File: src/rtl/alu_req_scheduler_pkg.sv
// Shared widths, FSM state codes, ALU opcodes and the legal-op check for alu_req_scheduler.
package alu_req_scheduler_pkg;

    localparam int OP_W   = 3;
    localparam int DATA_W = 4;
    localparam int RES_W  = 9;

    localparam logic [2:0] ST_INIT  = 3'd0;
    localparam logic [2:0] ST_IDLE  = 3'd1;
    localparam logic [2:0] ST_ISSUE = 3'd2;
    localparam logic [2:0] ST_GO    = 3'd3;
    localparam logic [2:0] ST_CAPT  = 3'd4;
    localparam logic [2:0] ST_RESP  = 3'd5;

    localparam logic [OP_W-1:0] OP_NOP  = 3'b000;
    localparam logic [OP_W-1:0] OP_ADD  = 3'b001;
    localparam logic [OP_W-1:0] OP_MUL  = 3'b010;
    localparam logic [OP_W-1:0] OP_AND  = 3'b011;
    localparam logic [OP_W-1:0] OP_OR   = 3'b100;
    localparam logic [OP_W-1:0] OP_NOR  = 3'b101;
    localparam logic [OP_W-1:0] OP_XOR  = 3'b110;
    localparam logic [OP_W-1:0] OP_WAIT = 3'b111;

    typedef struct packed {
        logic [OP_W-1:0]   op;
        logic [DATA_W-1:0] a;
        logic [DATA_W-1:0] b;
    } alu_req_t;

    // NOR is excluded: the ALU never leaves its NOR state.
    function automatic logic is_legal_op(input logic [OP_W-1:0] op);
        case (op)
            OP_ADD, OP_MUL, OP_AND, OP_OR, OP_XOR: is_legal_op = 1'b1;
            default:                               is_legal_op = 1'b0;
        endcase
    endfunction

endpackage

File: src/rtl/alu_req_scheduler_if.sv
// One requester channel: op request handshake plus the matching result response.
interface alu_req_scheduler_if;
    import alu_req_scheduler_pkg::*;

    logic              valid;
    logic              ready;
    logic [OP_W-1:0]   op;
    logic [DATA_W-1:0] a;
    logic [DATA_W-1:0] b;
    logic              resp_valid;
    logic              resp_ready;
    logic [RES_W-1:0]  resp_data;
    logic              resp_err;

    modport master (
        output valid, op, a, b, resp_ready,
        input  ready, resp_valid, resp_data, resp_err
    );

    modport slave (
        input  valid, op, a, b, resp_ready,
        output ready, resp_valid, resp_data, resp_err
    );

endinterface

File: src/rtl/alu_req_scheduler_arb2_rr.sv
// Two-way arbiter with one-hot grant; round-robin by default, fixed priority to
// requester 0 when ARB_FIXED_PRIO_EN is defined.
module arb2_rr (
    input  logic       clk,
    input  logic       rst,
    input  logic [1:0] req,
    input  logic [1:0] mask,
    input  logic       adv,
    output logic [1:0] gnt
);

    logic [1:0] w_req;

    assign w_req = req & ~mask;

`ifdef ARB_FIXED_PRIO_EN
    // Ports kept identical to the round-robin build so the top is unchanged.
    logic w_unused;
    assign w_unused = ^{clk, rst, adv};

    always_comb begin
        gnt = 2'b00;
        if (w_req[0])
            gnt = 2'b01;
        else if (w_req[1])
            gnt = 2'b10;
    end
`else
    logic r_ptr;  // 1 = requester 1 preferred on a tie

    always_ff @(posedge clk) begin
        if (rst)
            r_ptr <= 1'b0;
        else if (adv)
            r_ptr <= gnt[0];
    end

    always_comb begin
        gnt = 2'b00;
        case (w_req)
            2'b01:   gnt = 2'b01;
            2'b10:   gnt = 2'b10;
            2'b11:   gnt = r_ptr ? 2'b10 : 2'b01;
            default: gnt = 2'b00;
        endcase
    end
`endif

endmodule

File: src/rtl/alu_req_scheduler.sv
// Shares one ok/ack-handshake ALU between two requesters, one op in flight at a time.
// Arbitration policy is selected by ARB_FIXED_PRIO_EN inside arb2_rr.
//
// state | meaning
// INIT  | flush ALU out of wait-ack with one ack pulse
// IDLE  | arbitrate, accept one op
// ISSUE | drive opcode/operands, ALU loads op
// GO    | ok pulse, ALU computes
// CAPT  | ack pulse, register ALU result
// RESP  | hold result on the winner's response channel
module alu_req_scheduler
    import alu_req_scheduler_pkg::*;
(
    input  logic                 clk,
    input  logic                 rst,
    alu_req_scheduler_if.slave   req0,
    alu_req_scheduler_if.slave   req1,
    output logic [OP_W-1:0]      alu_ctrl,
    output logic [DATA_W-1:0]    alu_a,
    output logic [DATA_W-1:0]    alu_b,
    output logic                 alu_ok,
    output logic                 alu_ack,
    input  logic [RES_W-1:0]     alu_out
);

    logic [2:0]       r_state;
    logic             r_live;
    alu_req_t         r_req;
    logic             r_gnt_id;
    logic [RES_W-1:0] r_data;
    logic             r_err;

    logic [1:0]       w_gnt;
    logic [1:0]       w_mask;
    logic             w_idle;
    logic             w_fire;
    logic             w_resp;
    logic             w_drive;
    logic             w_resp_ready;
    alu_req_t         w_win;

    assign w_idle       = r_live & ~rst & (r_state == ST_IDLE);
    assign w_fire       = w_idle & (|w_gnt);
    assign w_resp       = r_live & (r_state == ST_RESP);
    assign w_mask       = {w_resp & r_gnt_id, w_resp & ~r_gnt_id};
    assign w_resp_ready = r_gnt_id ? req1.resp_ready : req0.resp_ready;
    assign w_win        = w_gnt[1] ? {req1.op, req1.a, req1.b} : {req0.op, req0.a, req0.b};

    arb2_rr u_arb (
        .clk  (clk),
        .rst  (rst),
        .req  ({req1.valid, req0.valid}),
        .mask (w_mask),
        .adv  (w_fire),
        .gnt  (w_gnt)
    );

    // r_live holds every output low for the first cycle after reset, so INIT
    // lasts one extra cycle and its ack pulse follows the all-zero cycle.
    always_ff @(posedge clk) begin
        if (rst) begin
            r_state  <= ST_INIT;
            r_live   <= 1'b0;
            r_req    <= '0;
            r_gnt_id <= 1'b0;
            r_data   <= '0;
            r_err    <= 1'b0;
        end else begin
            r_live <= 1'b1;
            case (r_state)
                ST_INIT: if (r_live) r_state <= ST_IDLE;
                ST_IDLE: begin
                    if (w_fire) begin
                        r_req    <= w_win;
                        r_gnt_id <= w_gnt[1];
                        r_data   <= '0;
                        r_err    <= ~is_legal_op(w_win.op);
                        r_state  <= is_legal_op(w_win.op) ? ST_ISSUE : ST_RESP;
                    end
                end
                ST_ISSUE: r_state <= ST_GO;
                ST_GO:    r_state <= ST_CAPT;
                ST_CAPT: begin
                    r_data  <= alu_out;
                    r_state <= ST_RESP;
                end
                ST_RESP: if (w_resp_ready) r_state <= ST_IDLE;
                default: r_state <= ST_INIT;
            endcase
        end
    end

    assign req0.ready      = w_fire & w_gnt[0];
    assign req1.ready      = w_fire & w_gnt[1];

    assign req0.resp_valid = w_resp & ~r_gnt_id;
    assign req0.resp_data  = req0.resp_valid ? r_data : '0;
    assign req0.resp_err   = req0.resp_valid & r_err;
    assign req1.resp_valid = w_resp & r_gnt_id;
    assign req1.resp_data  = req1.resp_valid ? r_data : '0;
    assign req1.resp_err   = req1.resp_valid & r_err;

    assign w_drive  = r_live & ((r_state == ST_ISSUE) | (r_state == ST_GO));
    assign alu_ctrl = (r_live && r_state == ST_ISSUE) ? r_req.op : OP_NOP;
    assign alu_a    = w_drive ? r_req.a : '0;
    assign alu_b    = w_drive ? r_req.b : '0;
    assign alu_ok   = r_live & (r_state == ST_GO);
    assign alu_ack  = r_live & ((r_state == ST_INIT) | (r_state == ST_CAPT));

endmodule

File: src/flat_wrapper.sv
// flat-port wrapper written by rule: the top's interface ports become plain ports
module alu_req_scheduler_flat import alu_req_scheduler_pkg::*;
  (clk, rst, alu_ctrl, alu_a, alu_b, alu_ok, alu_ack, alu_out, req0_valid, req0_op, req0_a, req0_b, req0_resp_ready, req0_ready, req0_resp_valid, req0_resp_data, req0_resp_err, req1_valid, req1_op, req1_a, req1_b, req1_resp_ready, req1_ready, req1_resp_valid, req1_resp_data, req1_resp_err);
  alu_req_scheduler_if req0_i ();
  alu_req_scheduler_if req1_i ();
  input  logic clk;
  input  logic rst;
  output logic [OP_W-1:0] alu_ctrl;
  output logic [DATA_W-1:0] alu_a;
  output logic [DATA_W-1:0] alu_b;
  output logic alu_ok;
  output logic alu_ack;
  input  logic [RES_W-1:0] alu_out;
  input wire logic [$bits(req0_i.valid)-1:0] req0_valid;
  input wire logic [$bits(req0_i.op)-1:0] req0_op;
  input wire logic [$bits(req0_i.a)-1:0] req0_a;
  input wire logic [$bits(req0_i.b)-1:0] req0_b;
  input wire logic [$bits(req0_i.resp_ready)-1:0] req0_resp_ready;
  output wire logic [$bits(req0_i.ready)-1:0] req0_ready;
  output wire logic [$bits(req0_i.resp_valid)-1:0] req0_resp_valid;
  output wire logic [$bits(req0_i.resp_data)-1:0] req0_resp_data;
  output wire logic [$bits(req0_i.resp_err)-1:0] req0_resp_err;
  input wire logic [$bits(req1_i.valid)-1:0] req1_valid;
  input wire logic [$bits(req1_i.op)-1:0] req1_op;
  input wire logic [$bits(req1_i.a)-1:0] req1_a;
  input wire logic [$bits(req1_i.b)-1:0] req1_b;
  input wire logic [$bits(req1_i.resp_ready)-1:0] req1_resp_ready;
  output wire logic [$bits(req1_i.ready)-1:0] req1_ready;
  output wire logic [$bits(req1_i.resp_valid)-1:0] req1_resp_valid;
  output wire logic [$bits(req1_i.resp_data)-1:0] req1_resp_data;
  output wire logic [$bits(req1_i.resp_err)-1:0] req1_resp_err;
  assign req0_i.valid = req0_valid;
  assign req0_i.op = req0_op;
  assign req0_i.a = req0_a;
  assign req0_i.b = req0_b;
  assign req0_i.resp_ready = req0_resp_ready;
  assign req0_ready = req0_i.ready;
  assign req0_resp_valid = req0_i.resp_valid;
  assign req0_resp_data = req0_i.resp_data;
  assign req0_resp_err = req0_i.resp_err;
  assign req1_i.valid = req1_valid;
  assign req1_i.op = req1_op;
  assign req1_i.a = req1_a;
  assign req1_i.b = req1_b;
  assign req1_i.resp_ready = req1_resp_ready;
  assign req1_ready = req1_i.ready;
  assign req1_resp_valid = req1_i.resp_valid;
  assign req1_resp_data = req1_i.resp_data;
  assign req1_resp_err = req1_i.resp_err;
  alu_req_scheduler u_core (.clk(clk), .rst(rst), .req0(req0_i), .req1(req1_i), .alu_ctrl(alu_ctrl), .alu_a(alu_a), .alu_b(alu_b), .alu_ok(alu_ok), .alu_ack(alu_ack), .alu_out(alu_out));
endmodule
File: config.mk
export PLATFORM = sky130hd
export DESIGN_NAME = alu_req_scheduler_flat
export DESIGN_NICKNAME = d
export VERILOG_FILES = /design/src/rtl/alu_req_scheduler_pkg.sv /design/src/rtl/alu_req_scheduler_if.sv /design/src/rtl/alu_req_scheduler_arb2_rr.sv /design/src/rtl/alu_req_scheduler.sv /design/src/flat_wrapper.sv
export SDC_FILE = /design/constraint.sdc
export NUM_CORES = 1
export LEC_CHECK = 0
export BUFFER_PORTS_ARGS = -buffer_cell sky130_fd_sc_hd__buf_2
export CAP_MARGIN = 40
export CORE_ASPECT_RATIO = 1.5
export CORE_UTILIZATION = 45
export CTS_BUF_LIST = sky130_fd_sc_hd__clkbuf_16
export DETAILED_ROUTE_END_ITERATION = 10
export HOLD_SLACK_MARGIN = 0.15
export PLACE_DENSITY = 0.76
export SLEW_MARGIN = 20
export SYNTH_ARGS = -nofsm -noshare
export SYNTH_HDL_FRONTEND = slang
export SYNTH_SLANG_ARGS = --single-unit
export TNS_END_PERCENT = 10
File: constraint.sdc
create_clock -name clk -period 2.1 [get_ports clk]
set_clock_uncertainty 0.15 [all_clocks]
set_input_delay 0 -clock clk [delete_from_list [all_inputs] [get_ports clk]]
set_output_delay 0 -clock clk [all_outputs]
set_load 0.02 [all_outputs]
### Word level (Yosys, flattened, before mapping)

Index checks and enable logic that the tools add are counted.

| cells by class | value |
|---|---|
| shift-type cells | 0 |
| bitwise logic cells | 20 |
| add/sub/neg operators | 0 |
| reduce and logical (&&, ||, !) cells | 8 |
| equality and inequality tests | 16 |
| div/mod/pow operators | 0 |
| multipliers | 0 |
| magnitude comparators | 0 |
| muxes and demuxes | 21 |

Operators with widths:

| cell | number |
|---|---|
| $mux W9 | 3 |
| $pmux W3 S6 | 1 |
| $pmux W9 S2 | 1 |
| $mux W3 | 5 |
| $and A1 B1 Y1 | 13 |
| $eq A3 B2 Y1 const B | 4 |
| $eq A3 B3 Y1 const B | 4 |
| $mux W11 | 1 |
| $mux W4 | 2 |
| $eq A3 B1 Y1 const B | 2 |
| $mux W1 | 6 |
| $ne A2 B1 Y1 const B | 3 |
| $pmux W2 S3 | 1 |
| $reduce_or A5 Y1 | 1 |
| $eq A2 B2 Y1 const B | 2 |
| $reduce_and A2 Y1 | 2 |
| $logic_not A3 Y1 | 1 |
| $not A1 Y1 | 3 |
| $reduce_and A3 Y1 | 1 |
| $and A2 B2 Y2 | 1 |
| $eq A2 B1 Y1 const B | 1 |
| $mux W2 | 1 |
| $not A2 Y2 | 1 |
| $or A1 B1 Y1 | 2 |
| other kinds (3) | 3 |

| word-level totals | value |
|---|---|
| memories | 0 |
| register bits | 27 |
| bits in read-only memories | 0 |
| output and inout bits | 37 |
| RAM bits | 0 |
| bits in latches | 0 |
| input port bits | 37 |

### Logic depth before layout (Yosys ltp)

| logic depth | value |
|---|---|
| depth after elaboration | 17 |
| gate-level depth with buffers | 6 |
| depth with buffers taken out | 5 |

### Modules after synthesis

A second synthesis with hierarchy kept.

| second synthesis, totals | value |
|---|---|
| cells, all modules | 189 |
| area total of the unflattened synthesis | 1552.7 µm² |

By module, submodules not included:

| module | area an instance (µm²) | cells an instance | seq. area each (µm²) | times used |
|---|---|---|---|---|
| alu_req_scheduler | 1471.4 | 180 | 520.5 | 1 |
| arb2_rr | 81.3 | 9 | 20.0 | 1 |

### Least setup slack after synthesis

No wires, ideal clock.

| timing | value |
|---|---|
| path type | reg-to-reg |
| from | register u_core.r_state[1] |
| to | register u_core.r_req[0] (netlist name) |
| slack | 0.253 ns |
| path buffers | 0 |
| data required time | 1.892 ns |
| data arrival time | 1.639 ns |
| cell stages (with the launch flop) | 6 |
| clock period less this slack | 1.847 ns |
| cells stage by stage | dfxtp_1 -> nand3b_2 -> nor2_1 -> o21ai_1 -> a221oi_1 -> a21o_1 |

| between the ends | value |
|---|---|
| cells in the longest elaborated chain, start to end | 10 |
| elaborated cells between the ends (all ways) | 16 |
| those cells by class | eq/ne (5); mux (2); bitwise (7); reduce/logical (2) |

Ends and longest elaborated chain:

| item | line | source |
|---|---|---|
| start, declared | alu_req_scheduler.sv:26 | `logic [2:0] r_state;` |
| start signal, assigned | alu_req_scheduler.sv:78 | `r_state <= is_legal_op(w_win.op) ? ST_ISSUE : ST_RESP;` |
| $eq A3 B3 Y1 * | alu_req_scheduler.sv:44 | `assign w_resp = r_live & (r_state == ST_RESP);` |
| $and A1 B1 Y1 * | alu_req_scheduler.sv:44 |  |
| $and A1 B1 Y1 * | -- |  |
| via req1_resp_valid | flat_wrapper.sv:29 | `output wire logic [$bits(req1_i.resp_valid)-1:0] req1_resp_valid;` |
| $not A2 Y2 * | alu_req_scheduler_arb2_rr.sv:14 | `assign w_req = req & ~mask;` |
| $and A2 B2 Y2 * | alu_req_scheduler_arb2_rr.sv:14 |  |
| $eq A2 B2 Y1 or $eq A2 B1 Y1 (tied branches) | alu_req_scheduler_arb2_rr.sv:40 | `case (w_req)` |
| $pmux W2 S3 * | alu_req_scheduler_arb2_rr.sv:40 |  |
| $reduce_or A2 Y1 | alu_req_scheduler.sv:43 | `assign w_fire = w_idle & (\|w_gnt);` |
| $and A1 B1 Y1 | alu_req_scheduler.sv:43 |  |
| $reduce_and A2 Y1 (no source line) | -- |  |
| end signal, assigned | alu_req_scheduler.sv:74 | `r_req <= w_win;` |
| end, declared | alu_req_scheduler.sv:28 | `alu_req_t r_req;` |

The timed path passes the listed nets; every way through them passes the cells marked *.
A chain may end at the register's enable or synchronous reset.

### Worst setup path in the final report

| timing | value |
|---|---|
| from | register u_core.r_state[2] |
| to | output req0_resp_data[4] |

| between the ends | value |
|---|---|
| cells in the longest elaborated chain, start to end | 4 |

Ends and longest elaborated chain:

| item | line | source |
|---|---|---|
| $eq A3 B3 Y1 | alu_req_scheduler.sv:44 |  |
| $and A1 B1 Y1 | alu_req_scheduler.sv:44 |  |
| $and A1 B1 Y1 | alu_req_scheduler.sv:96 | `assign req0.resp_valid = w_resp & ~r_gnt_id;` |
| $mux W9 | alu_req_scheduler.sv:97 | `assign req0.resp_data = req0.resp_valid ? r_data : '0;` |
| end, declared | flat_wrapper.sv:21 | `output wire logic [$bits(req0_i.resp_data)-1:0] req0_resp_data;` |

Every way passes these cells.

==> results by group <==
Run status
  • Status: completed

Global route
  • Congestion Overflow GR: 0
  • Largest net degree at the start of global routing: 22
  • Gr usage total: 26.5%
  • Vias in the first global route: 1658
  • First-pass GRT wire length: 7510 um
  • Antenna violations before repair: 0

Route
  • Via Count: 1734
  • Routed Antenna Nets: 0
  • Post-DR wirelength/cell: 13.3 um
  • DRT Pass-1 Iters: 4
  • Drt via density: 5.15
  • Initial DRC Count: 57
  • Drt total wl: 4480 um
  • Residual DRC count: 0

Setup path
  • CP required: 1.95 ns
  • Crit Path Class: flop to output pin
  • Crit path cell chain: and4b_2 -> buf_4 -> nor2b_1 -> buf_4 -> and2_1 -> buf_2
  • CP max FO: 11
  • R2R Setup Slk: 0.15 ns
  • Critical Path AT: 1.82 ns
  • R2R cell count: 6
  • Worst setup EP type: output pin
  • Critical Path Slowest Stage Cell: dfxtp_1
  • Reg-to-Reg End: u_core.r_state[2]$_SDFFE_PP0P_
  • Crit-path max cell delay: 0.47 ns
  • Critical Path Start Type: flop
  • Crit-path most repeated cell: buf_4
  • Worst reg2reg path startpoint: u_core.r_gnt_id$_SDFFE_PP0P_

Finish
  • Fillers: 251
  • Multi-input gate area: 866 um^2
  • Post-layout nets: 335
  • Synthesis-to-finish area growth: 57.0%
  • Share of the core filled with cells: 74.9%
  • Sequential cell area: 542 um^2
  • Final antenna diode count: 0
  • Share of layout cells above drive strength 1: 31.0%

STA
  • Worst rel slew slack: 64.3%
  • Fin crit period: 1.97 ns
  • Fin crit share: 93.9%
  • RSZ-0062 raised after global routing: false
  • Hold slack: 0.301 ns
  • Final setup violation count: 0
  • Fmax: 507 MHz
  • Worst slew pin tran: 0.533 ns
  • Fin. max-slew vios: 0
  • Setup_tns: 0 ns
  • Final Hold Viols: 0

Yosys
  • Sequential area share after synthesis: 35.9%
  • Main flop type after synthesis: dfxtp_1
  • Cells after Synth: 189
  • Commonest cells in the netlist: dfxtp_1 (27), nand2_1 (23), and2_1 (21)
  • Asr flop ratio synth: 0%
  • Ranking of synthesized cells by area: dfxtp_1 (36%), and2_1 (8.7%), nand2_1 (5.7%), a21oi_1 (5.0%), a221oi_1 (4.7%)
  • Cell variety after synth: 34
  • Cell with the most instances after synthesis: dfxtp_1
  • Post-synth EDFFs: 0
  • Netlist Area Pre-Place: 0.00151 mm^2
  • Synthesized net count: 226
  • Area leader, netlist: dfxtp_1
  • Yosys top cell area share: 35.9%
  • Number of synthesis warnings: 0
  • Syn avg cell area: 7.97 um^2
  • Yosys reg bits: 27

Floorplan
  • Core Box Area: 0.00316 mm^2
  • Row count: 25
  • I/O pin cnt: 74
  • Die width: 49.2 um
  • Die area: 0.00359 mm^2
  • Initial Utilization: 47.7%
  • Die H: 72.9 um

Clock tree
  • CTS Buf Count: 3
  • H-Tree Depth: 1
  • CTS Buffer Depth: 2
  • Clk_lat worst skew: 0.26 ns
  • CTS tree: built
  • Clk sink count: 27
  • Clock Pin Slew Worst Setup and Hold Paths: 0.06 ns
  • Postcts setup bufs: 0
  • Root buffer selected by CTS: clkbuf_16

Placed design
  • I/O Buffers: 73
  • DPL Wire Length: 2670 um
  • RD Place Congestion: 0.799

Power and ir drop
  • Lkg Pwr: 1.25 nW
  • P per Cell Area: 525 mW/mm^2
  • Max VDD drop: 0.000463 V

Hold path
  • Hold Path Stages: 1
  • Hold Path Sink: u_core.r_req[5]$_SDFFE_PP0P_
  • Hold path startpoint: u_core.r_req[5]$_SDFFE_PP0P_
  • HP Class: flop to flop

Run
  • Max-Cap Viols: 0
## flip-flops by register name (all words and copies together) (netlist names)
register and flops:
u_core.u_arb.r_ptr 1, u_core.r_live 1, u_core.r_data 9, u_core.r_err 1, u_core.r_gnt_id 1, u_core.r_state 3, u_core.r_req 11
## worst max-delay path, delay by kind of cell (launching register included)
family | cells | cell delay [ns]
and+or+nand+nor | 3 | 0.61
buffers and inverters | 3 | 0.49
DFF | 1 | 0.47
## layout by cell type (no fill, tap or decap), drive strengths merged, types with 2 or more instances in the layout
| cell | instances |
|---|---|
| a211oi | 4 |
| a21o | 8 |
| a21oi | 15 |
| a221oi | 8 |
| and2 | 21 |
| and3 | 10 |
| and3b | 4 |
| buf | 81 |
| clkbuf | 3 |
| clkinv | 2 |
| dfxtp | 27 |
| dlygate4sd3 | 36 |
| inv | 9 |
| mux2i | 4 |
| nand2 | 23 |
| nand3 | 9 |
| nor2 | 10 |
| nor2b | 2 |
| nor3 | 6 |
| o21ai | 4 |
## final cells by class
class	instances	area share (%)
tap	40	2.12
sequential	27	22.9
clock inverter	1	0.212
timing repair buffer	117	33.4
inverter	10	1.59
multi-input combinational	139	36.6
clock buffer	3	3.17
## worst max path at each step
stage,start,end,slack [ns],depth (start not counted)
6_report,u_core.r_state[2]$_SDFFE_PP0P_,req0_resp_data[4],0.13,6
5_1_grt,u_core.r_state[2]$_SDFFE_PP0P_,req0_resp_data[4],0.004,6
4_1_cts,u_core.r_state[0]$_SDFFE_PP0P_,req0_resp_err,0.07,6
3_5_place_dp,u_core.r_state[0]$_SDFFE_PP0P_,u_core.r_state[0]$_SDFFE_PP0P_,0.18,5
3_3_place_gp,u_core.r_state[0]$_SDFFE_PP0P_,u_core.r_state[0]$_SDFFE_PP0P_,0.24,5
2_1_floorplan,u_core.r_state[1]$_SDFFE_PP0P_,u_core.r_req[0]$_SDFFE_PP0P_,0.25,5
## kinds of logic (layout without fill, tap and decap cells)
group                  count (synthesis)  after routing  share of synthesized area, %
AOI/OAI and AO/OA                     44             44                          21.0
buffers and inverters                 23            131                          6.64
DFF                                   27             27                          35.9
muxes                                  5              5                          3.41
and+or+nand+nor                       90             90                          33.1
## per-layer routing
metal,track usage [%],wire length [um]
met4,9.80,60
met5,0,0
met3,3.96,293
met2,49.9,2290
met1,29.6,1840
## power by group
part | internal (mW) | switching [mW]
clock network | 0.257 | 0.168
registers | 0.541 | 0.0268
logic | 0.132 | 0.117
total | 0.929 | 0.312
## stage by stage
step	total power, mW	std cells	cell area, um^2	setup WS [ns]
floorplan	0.694	189	1510	0.253
global placement	0.761	297	1920	0.239
detailed placement	0.764	297	1920	0.182
CTS	1.24	337	2360	0.0731
global route	1.31	337	2360	0.00401
finish	1.24	337	2360	0.128
## repair_timing
| action | CTS | global route |
|---|---|---|
| hold endpoints to repair | 27 | 0 |
| hold buffers | 36 | 0 |
| resized for setup | 0 | 2 |
| endpoints found under the setup margin | 0 | 12 |
No activity file was read; power rests on OpenSTA's default activity.
